<file path="src/rtl/dpll_phase_ctrl_if.sv">
`default_nettype none
// =====================================================================
// Module : dpll_phase_ctrl_if
// Desc   : Control/status bundle between the DPLL loop controller and its
//          user. Adds step2 when DPLL_STEP2_EN is defined.
// Rev    : 1.0
// =====================================================================
interface dpll_phase_ctrl_if;
  logic en;
  logic pd_valid;
  logic early;
  logic late;
  logic ahead;
  logic behind;
  logic bit_stb;
  logic locked;
`ifdef DPLL_STEP2_EN
  logic step2;

  modport master (
    output en, pd_valid, early, late,
    input  ahead, behind, bit_stb, locked, step2
  );

  modport slave (
    input  en, pd_valid, early, late,
    output ahead, behind, bit_stb, locked, step2
  );
`else
  modport master (
    output en, pd_valid, early, late,
    input  ahead, behind, bit_stb, locked
  );

  modport slave (
    input  en, pd_valid, early, late,
    output ahead, behind, bit_stb, locked
  );
`endif
endinterface
`default_nettype wire

</file>
<file path="src/rtl/dpll_phase_ctrl.sv">
`default_nettype none
// =====================================================================
// Module : dpll_phase_ctrl
// Desc   : Receive DPLL loop controller: early/late vote filter, one-period
//          ahead/behind correction, bit-period divider and lock detect.
//          DPLL_STEP2_EN enables doubled (+/-2) corrections with step2 flag.
// Rev    : 1.0
// =====================================================================
module dpll_phase_ctrl #(
  parameter int NOM_DIV  = 8,
  parameter int CNT_W    = 4,
  parameter int VOTE_W   = 5,
  parameter int VOTE_TH  = 4,
  parameter int LOCK_CNT = 16
) (
  input  logic             clk,
  input  logic             rst,
  dpll_phase_ctrl_if.slave ctrl
);

  localparam int SAT   = (1 << (VOTE_W - 1)) - 1;
  localparam int NSAT  = -SAT;
  localparam int NTH   = -VOTE_TH;
  localparam int Q_W   = $clog2(LOCK_CNT + 1);
  localparam int L_NOM = NOM_DIV - 1;
  localparam int L_LNG = NOM_DIV;
  localparam int L_SHT = NOM_DIV - 2;
  localparam int ONE   = 1;

  localparam logic signed [VOTE_W-1:0] ACC_MAX = SAT[VOTE_W-1:0];
  localparam logic signed [VOTE_W-1:0] ACC_MIN = NSAT[VOTE_W-1:0];
  localparam logic signed [VOTE_W-1:0] ACC_ONE = ONE[VOTE_W-1:0];
  localparam logic signed [VOTE_W-1:0] TH_POS  = VOTE_TH[VOTE_W-1:0];
  localparam logic signed [VOTE_W-1:0] TH_NEG  = NTH[VOTE_W-1:0];

  localparam logic [CNT_W-1:0] LAST_NOM = L_NOM[CNT_W-1:0];
  localparam logic [CNT_W-1:0] LAST_LNG = L_LNG[CNT_W-1:0];
  localparam logic [CNT_W-1:0] LAST_SHT = L_SHT[CNT_W-1:0];
  localparam logic [CNT_W-1:0] CNT_ONE  = ONE[CNT_W-1:0];

  localparam logic [Q_W-1:0] LOCK_Q   = LOCK_CNT[Q_W-1:0];
  localparam logic [Q_W-1:0] QUIET_ONE = ONE[Q_W-1:0];

`ifdef DPLL_STEP2_EN
  // Doubling threshold is clipped so it stays reachable by a saturated accumulator.
  localparam int TH2    = (2 * VOTE_TH > SAT) ? SAT : 2 * VOTE_TH;
  localparam int NTH2   = -TH2;
  localparam int L_LNG2 = NOM_DIV + 1;
  localparam int L_SHT2 = NOM_DIV - 3;
  localparam logic signed [VOTE_W-1:0] TH2_POS   = TH2[VOTE_W-1:0];
  localparam logic signed [VOTE_W-1:0] TH2_NEG   = NTH2[VOTE_W-1:0];
  localparam logic [CNT_W-1:0]         LAST_LNG2 = L_LNG2[CNT_W-1:0];
  localparam logic [CNT_W-1:0]         LAST_SHT2 = L_SHT2[CNT_W-1:0];
`endif

  typedef enum logic [1:0] {
    ST_IDLE    = 2'd0,
    ST_TRACK   = 2'd1,
    ST_CORRECT = 2'd2
  } state_t;

  state_t                    state_q, state_d;
  logic [CNT_W-1:0]          div_cnt_q, div_cnt_d;
  logic signed [VOTE_W-1:0]  acc_q, acc_d;
  logic [Q_W-1:0]            quiet_q, quiet_d;
  logic                      ahead_q, ahead_d;
  logic                      behind_q, behind_d;
  logic                      locked_q, locked_d;
`ifdef DPLL_STEP2_EN
  logic                      step2_q, step2_d;
`endif

  logic [CNT_W-1:0]          w_last;
  logic                      w_wrap;
  logic                      w_up;
  logic                      w_dn;
  logic signed [VOTE_W-1:0]  w_acc_voted;
  logic [Q_W-1:0]            w_quiet_inc;

  // Last count of the current period, stretched or shrunk by the active correction.
  always_comb begin
    w_last = LAST_NOM;
`ifdef DPLL_STEP2_EN
    if (ahead_q)       w_last = step2_q ? LAST_LNG2 : LAST_LNG;
    else if (behind_q) w_last = step2_q ? LAST_SHT2 : LAST_SHT;
`else
    if (ahead_q)       w_last = LAST_LNG;
    else if (behind_q) w_last = LAST_SHT;
`endif
  end

  assign w_wrap = (state_q != ST_IDLE) && (div_cnt_q == w_last);
  assign w_up   = ctrl.pd_valid &  ctrl.early & ~ctrl.late;
  assign w_dn   = ctrl.pd_valid & ~ctrl.early &  ctrl.late;

  always_comb begin
    w_acc_voted = acc_q;
    if (w_up && (acc_q != ACC_MAX))      w_acc_voted = acc_q + ACC_ONE;
    else if (w_dn && (acc_q != ACC_MIN)) w_acc_voted = acc_q - ACC_ONE;
  end

  assign w_quiet_inc = (quiet_q == LOCK_Q) ? quiet_q : quiet_q + QUIET_ONE;

  always_comb begin
    state_d   = state_q;
    div_cnt_d = div_cnt_q;
    acc_d     = acc_q;
    quiet_d   = quiet_q;
    ahead_d   = ahead_q;
    behind_d  = behind_q;
    locked_d  = locked_q;
`ifdef DPLL_STEP2_EN
    step2_d   = step2_q;
`endif

    if (state_q != ST_IDLE) begin
      div_cnt_d = w_wrap ? '0 : div_cnt_q + CNT_ONE;
    end

    case (state_q)
      ST_IDLE: begin
        state_d = ST_TRACK;
      end

      ST_TRACK: begin
        // Threshold test uses the accumulator before this cycle's vote.
        if (w_wrap && (acc_q >= TH_POS)) begin
          ahead_d  = 1'b1;
          acc_d    = '0;
          quiet_d  = '0;
          locked_d = 1'b0;
          state_d  = ST_CORRECT;
`ifdef DPLL_STEP2_EN
          step2_d  = (acc_q >= TH2_POS);
`endif
        end else if (w_wrap && (acc_q <= TH_NEG)) begin
          behind_d = 1'b1;
          acc_d    = '0;
          quiet_d  = '0;
          locked_d = 1'b0;
          state_d  = ST_CORRECT;
`ifdef DPLL_STEP2_EN
          step2_d  = (acc_q <= TH2_NEG);
`endif
        end else begin
          acc_d = w_acc_voted;
          if (w_wrap) begin
            quiet_d = w_quiet_inc;
            if (w_quiet_inc == LOCK_Q) locked_d = 1'b1;
          end
        end
      end

      ST_CORRECT: begin
        if (w_wrap) begin
          ahead_d  = 1'b0;
          behind_d = 1'b0;
          state_d  = ST_TRACK;
`ifdef DPLL_STEP2_EN
          step2_d  = 1'b0;
`endif
        end
      end

      default: begin
        state_d = ST_IDLE;
      end
    endcase
  end

  // Dropping enable clears everything exactly like reset.
  always_ff @(posedge clk) begin
    if (rst || !ctrl.en) begin
      state_q   <= ST_IDLE;
      div_cnt_q <= '0;
      acc_q     <= '0;
      quiet_q   <= '0;
      ahead_q   <= 1'b0;
      behind_q  <= 1'b0;
      locked_q  <= 1'b0;
`ifdef DPLL_STEP2_EN
      step2_q   <= 1'b0;
`endif
    end else begin
      state_q   <= state_d;
      div_cnt_q <= div_cnt_d;
      acc_q     <= acc_d;
      quiet_q   <= quiet_d;
      ahead_q   <= ahead_d;
      behind_q  <= behind_d;
      locked_q  <= locked_d;
`ifdef DPLL_STEP2_EN
      step2_q   <= step2_d;
`endif
    end
  end

  assign ctrl.ahead   = ahead_q;
  assign ctrl.behind  = behind_q;
  assign ctrl.bit_stb = w_wrap;
  assign ctrl.locked  = locked_q;
`ifdef DPLL_STEP2_EN
  assign ctrl.step2   = step2_q;
`endif

endmodule
`default_nettype wire

</file>
<file path="src/flat_wrapper.sv">
// flat-port wrapper written by rule: the top's interface ports become plain ports
module dpll_phase_ctrl_flat 
#(
  parameter int NOM_DIV  = 8,
  parameter int CNT_W    = 4,
  parameter int VOTE_W   = 5,
  parameter int VOTE_TH  = 4,
  parameter int LOCK_CNT = 16
)
  (clk, rst, ctrl_en, ctrl_pd_valid, ctrl_early, ctrl_late, ctrl_ahead, ctrl_behind, ctrl_bit_stb, ctrl_locked);
  dpll_phase_ctrl_if ctrl_i ();
  input  logic clk;
  input  logic rst;
  input wire logic [$bits(ctrl_i.en)-1:0] ctrl_en;
  input wire logic [$bits(ctrl_i.pd_valid)-1:0] ctrl_pd_valid;
  input wire logic [$bits(ctrl_i.early)-1:0] ctrl_early;
  input wire logic [$bits(ctrl_i.late)-1:0] ctrl_late;
  output wire logic [$bits(ctrl_i.ahead)-1:0] ctrl_ahead;
  output wire logic [$bits(ctrl_i.behind)-1:0] ctrl_behind;
  output wire logic [$bits(ctrl_i.bit_stb)-1:0] ctrl_bit_stb;
  output wire logic [$bits(ctrl_i.locked)-1:0] ctrl_locked;
  assign ctrl_i.en = ctrl_en;
  assign ctrl_i.pd_valid = ctrl_pd_valid;
  assign ctrl_i.early = ctrl_early;
  assign ctrl_i.late = ctrl_late;
  assign ctrl_ahead = ctrl_i.ahead;
  assign ctrl_behind = ctrl_i.behind;
  assign ctrl_bit_stb = ctrl_i.bit_stb;
  assign ctrl_locked = ctrl_i.locked;
  dpll_phase_ctrl #(.NOM_DIV(NOM_DIV), .CNT_W(CNT_W), .VOTE_W(VOTE_W), .VOTE_TH(VOTE_TH), .LOCK_CNT(LOCK_CNT)) u_core (.clk(clk), .rst(rst), .ctrl(ctrl_i));
endmodule
</file>
<file path="config.mk">
export PLATFORM = sky130hd
export DESIGN_NAME = dpll_phase_ctrl_flat
export DESIGN_NICKNAME = d
export VERILOG_FILES = /design/src/rtl/dpll_phase_ctrl_if.sv /design/src/rtl/dpll_phase_ctrl.sv /design/src/flat_wrapper.sv
export SDC_FILE = /design/constraint.sdc
export NUM_CORES = 1
export LEC_CHECK = 0
export ABC_AREA = 1
export CELL_PAD_IN_SITES_DETAIL_PLACEMENT = 0
export CELL_PAD_IN_SITES_GLOBAL_PLACEMENT = 1
export CORE_MARGIN = 5
export CORE_UTILIZATION = 45
export DETAILED_ROUTE_END_ITERATION = 10
export PLACE_DENSITY = 0.92
export REMOVE_ABC_BUFFERS = 1
export SYNTH_ARGS = -nofsm -noshare
export SYNTH_HDL_FRONTEND = slang
export SYNTH_SLANG_ARGS = --single-unit
</file>
<file path="constraint.sdc">
create_clock -name clk -period 4 [get_ports clk]
set_input_delay 0.8 -clock clk [delete_from_list [all_inputs] [get_ports clk]]
set_output_delay 0.8 -clock clk [all_outputs]
set_load 0.01 [all_outputs]
</file>
==> metrics.md <==
| Metric | Value |
|---|---|
| Root Buffer | `clkbuf_4` |
| First-pass iteration count of the detailed router | `4` |
| Number of buffers inserted by hold repair at cts | `0` |
| Power dissipated by switching net loads | `88.7 µW` |
| Max-capacitance violation count | `0` |
| Fraction of the cycle the final worst path needs | `65.6%` |
| Effective utilization at floorplan | `45.6%` |
| Overall die width | `64.9 µm` |
| Maximum buffer depth of the clock tree | `2` |
| Number of hold violations in the final report | `0` |
| Power density normalized to cell area | `220 nW/µm²` |
| Fraction of final layout cells sized beyond drive strength 1 | `15.5%` |
| Placed wire-length estimate | `2240 µm` |
| Antenna-violating nets left | `0` |
| Iter 0 DRT Violations | `99` |
| Htree depth | `1` |
| Critical path data arrival time | `1.82 ns` |
| Pin count of the biggest net entering global routing | `13` |
| Syn_area_per_cell | `6.96 µm²` |
| Post-synth design cell area | `1360 µm²` |
| DRC violation count after routing | `0` |
| Standard-cell row count | `20` |
| Slack of the critical path | `1.38 ns` |
| Type of the worst setup path | `flip-flop to output pin` |
| CTS tree | `built` |
| Worst hold path type | `flip-flop to flip-flop` |
| RSZ-0062 raised after global routing | `false` |
| Final layout net count | `222` |
| Data required, critical path | `3.20 ns` |
| Metal1 wirelength | `1340 µm` |
| Number of buffer cells added on primary ports | `9` |
| Number of buffers added by the clock tree synthesis step | `3` |
| Count of buffers added by post-CTS timing repair for setup | `0` |
| Ports placed on the boundary | `10` |
| Share of the yosys chip area belonging to registers | `28.0%` |
| Clk_lat worst skew | `0.30 ns` |
| Sinks on the clock net | `19` |
| Max Transition Viols Final | `0` |
| Mean number of vias per cell | `5.24` |
| Internal Dissipation | `244 µW` |
| Count of yosys warnings during synthesis | `0` |
| Via count of the first global-routing pass | `1208` |
| Worst ir drop on vdd | `0.129 mV` |
| Peak Freq | `381 MHz` |
| Met2 wire length | `1310 µm` |
| Highest net fanout along the worst path | `6` |
| Sequential Power Share | `58.0%` |
| Run status | `finished clean` |
| Kind of start point of the critical path | `flip-flop` |
| Synthesized instance count | `195` |
| Final global-route overflow total | `0` |
| Slew margin rel. | `78.8%` |
| Number of distinct library cells after synthesis | `32` |
| Synthesis-stage register bit count | `19` |
| Number of antenna repair diodes | `0` |
| Relative contribution of the clock network to total power | `29.7%` |
| Die outline area | `4220 µm²` |
| Post-place setup slack | `1.15 ns` |
| Overall routing resource usage | `15.3%` |
| Post-CTS clock slew at the launch and capture registers of the worst setup and hold paths | `0.11 ns` |
| RePlAce Congestion | `0.835` |
| Area of the core | `2980 µm²` |
| Detailed-route wire length per cell | `11.6 µm` |
| # setup viols final | `0` |
| Met3 Wirelength | `118 µm` |
| Sw Share | `26.7%` |
| Signed area change from the synthesized netlist to the final layout | `11.4%` |
| Via total after detailed routing | `1258` |
| Filler cell count in the final layout | `293` |
| DIE HEIGHT | `64.9 µm` |
| Initial antenna violation count | `0` |
| Endpoint type of the worst setup path | `output pin` |
| Tightest Pin Transition | `0.318 ns` |
| Number of gates resized after cts | `0` |
| Global-route wire length before repair | `5160 µm` |
| Clk_skew | `0.00294 ns` |
| Combinational share of power | `12.3%` |
| Total Wirelength | `2790 µm` |
| Max Used Layer | `met4` |
| Leakage Power | `0.000661 µW` |
| Clock period minus final worst setup slack | `2.62 ns` |
| Accumulated negative setup slack | `0 ns` |
registers in the layout, summed over array words and instances, names as in the netlist:
signal	cells
u_core.acc_q	5
u_core.quiet_q	5
u_core.div_cnt_q	4
u_core.state_q	2
u_core.ctrl.ahead	1
u_core.ctrl.behind	1
u_core.ctrl.locked	1
final cells by class:
| cell class | count | area, µm² | share of cell area (%) |
|---|---|---|---|
| Clock buffer | 3 | 22.5 | 1.49 |
| Clock inverter | 1 | 5.00 | 0.331 |
| Inverter | 23 | 88.8 | 5.87 |
| Multi-Input combinational cell | 151 | 877 | 58.0 |
| Sequential cell | 19 | 380 | 25.1 |
| Tap cell | 33 | 41.3 | 2.73 |
| Timing Repair Buffer | 10 | 97.6 | 6.45 |
power groups by stage:
stage               clock network, µW  registers (µW)  logic [µW]
floorplan                           0             197        28.2
global placement                    0             197        39.8
detailed placement                  0             197        40.7
CTS                               102             193        41.0
global route                      113             193        45.8
finish                           98.8             193        40.9
cells in the mapped netlist:
cell type  number  area, µm²
nor3b_1         1       7.51
a21oi_1        15       75.1
xor2_1          3       26.3
fa_1            1       20.0
o21ai_2         1       8.76
xnor2_1         2       17.5
nand4_1         3       18.8
nor3_1          2       10.0
nand3b_1        1       7.51
clkbuf_1        1       3.75
dfxtp_1        19        380
inv_2           4       15.0
nor2_8          1       20.0
nor2_4          3       33.8
clkinv_1        1       3.75
o21ai_1         4       20.0
nand3_4         2       35.0
nor2_2          3       18.8
nand2_4         3       33.8
nor2_1         27        101
inv_4           1       6.26
a31o_2          1       8.76
buf_4           1       7.51
ha_1            7       87.6
nand2_1        37        139
nand3_1        22        110
inv_1          17       63.8
nand2_2         7       43.8
a21oi_2         1       8.76
o21ai_0         2       10.0
a21o_1          1       7.51
o21a_1          1       7.51
cells in the final DEF (no fill, tap or decap), types with 2 or more instances in the layout:
| cell | synthesis | final |
|---|---|---|
| a21oi_1 | 15 | 15 |
| nand2_1 | 37 | 37 |
| nor3_1 | 2 | 2 |
| nand3_1 | 22 | 22 |
| dfxtp_1 | 19 | 19 |
| nand2_2 | 7 | 7 |
| inv_2 | 4 | 4 |
| nand3_4 | 2 | 2 |
| nor2_1 | 27 | 27 |
| xnor2_1 | 2 | 2 |
| nor2_4 | 3 | 3 |
| nor2_2 | 3 | 3 |
| inv_1 | 17 | 17 |
| clkdlybuf4s50_1 | 0 | 9 |
| nand4_1 | 3 | 3 |
| xor2_1 | 3 | 3 |
| o21ai_1 | 4 | 4 |
| clkbuf_4 | 0 | 3 |
| o21ai_0 | 2 | 2 |
| ha_1 | 7 | 7 |
| nand2_4 | 3 | 3 |
cell families after synthesis:
kind of cell,synth area share [%]
simple gates,42.7
compound gates,10.8
buf+inv,7.37
flops,28.0
fa+ha+maj,7.93
xor+xnor,3.23
stage by stage:
step                util, %  cells  hold slack, ns  total power (µW)  cell area, µm²
floorplan                 -    193           0.474               225            1350
global placement       49.9    236           0.449               237            1490
finish                 50.8    240           0.468               333            1510
detailed placement     49.9    236           0.454               238            1490
global route           50.8    240           0.515               352            1510
CTS                    50.8    240           0.473               336            1510
metal layers:
metal	up-vias	track usage [%]
met3	4	2.95
met2	22	25.3
met4	0	5.28
li1	659	-
met1	573	19.8
met5	-	0
critical path, cell delays in order, from the launching register on:
cell	delay, ns
dfxtp_1	0.44
nand2_1	0.08
clkinv_1	0.06
nand2_2	0.06
nand2_4	0.09
nand2_4	0.06
nor2_8	0.16
clkdlybuf4s50_1	0.57
final timing paths:
path	from	to	slack [ns]	cells past startpoint
setup / recovery	u_core.ctrl.ahead	ctrl_bit_stb	1.38	7
setup reg to reg	u_core.acc_q[4]	u_core.acc_q[4]	1.95	10
hold reg to reg	u_core.ctrl.locked	u_core.ctrl.locked	0.47	2
hold / removal	u_core.ctrl.locked	u_core.ctrl.locked	0.47	2
(Power assumes the default switching activity.)
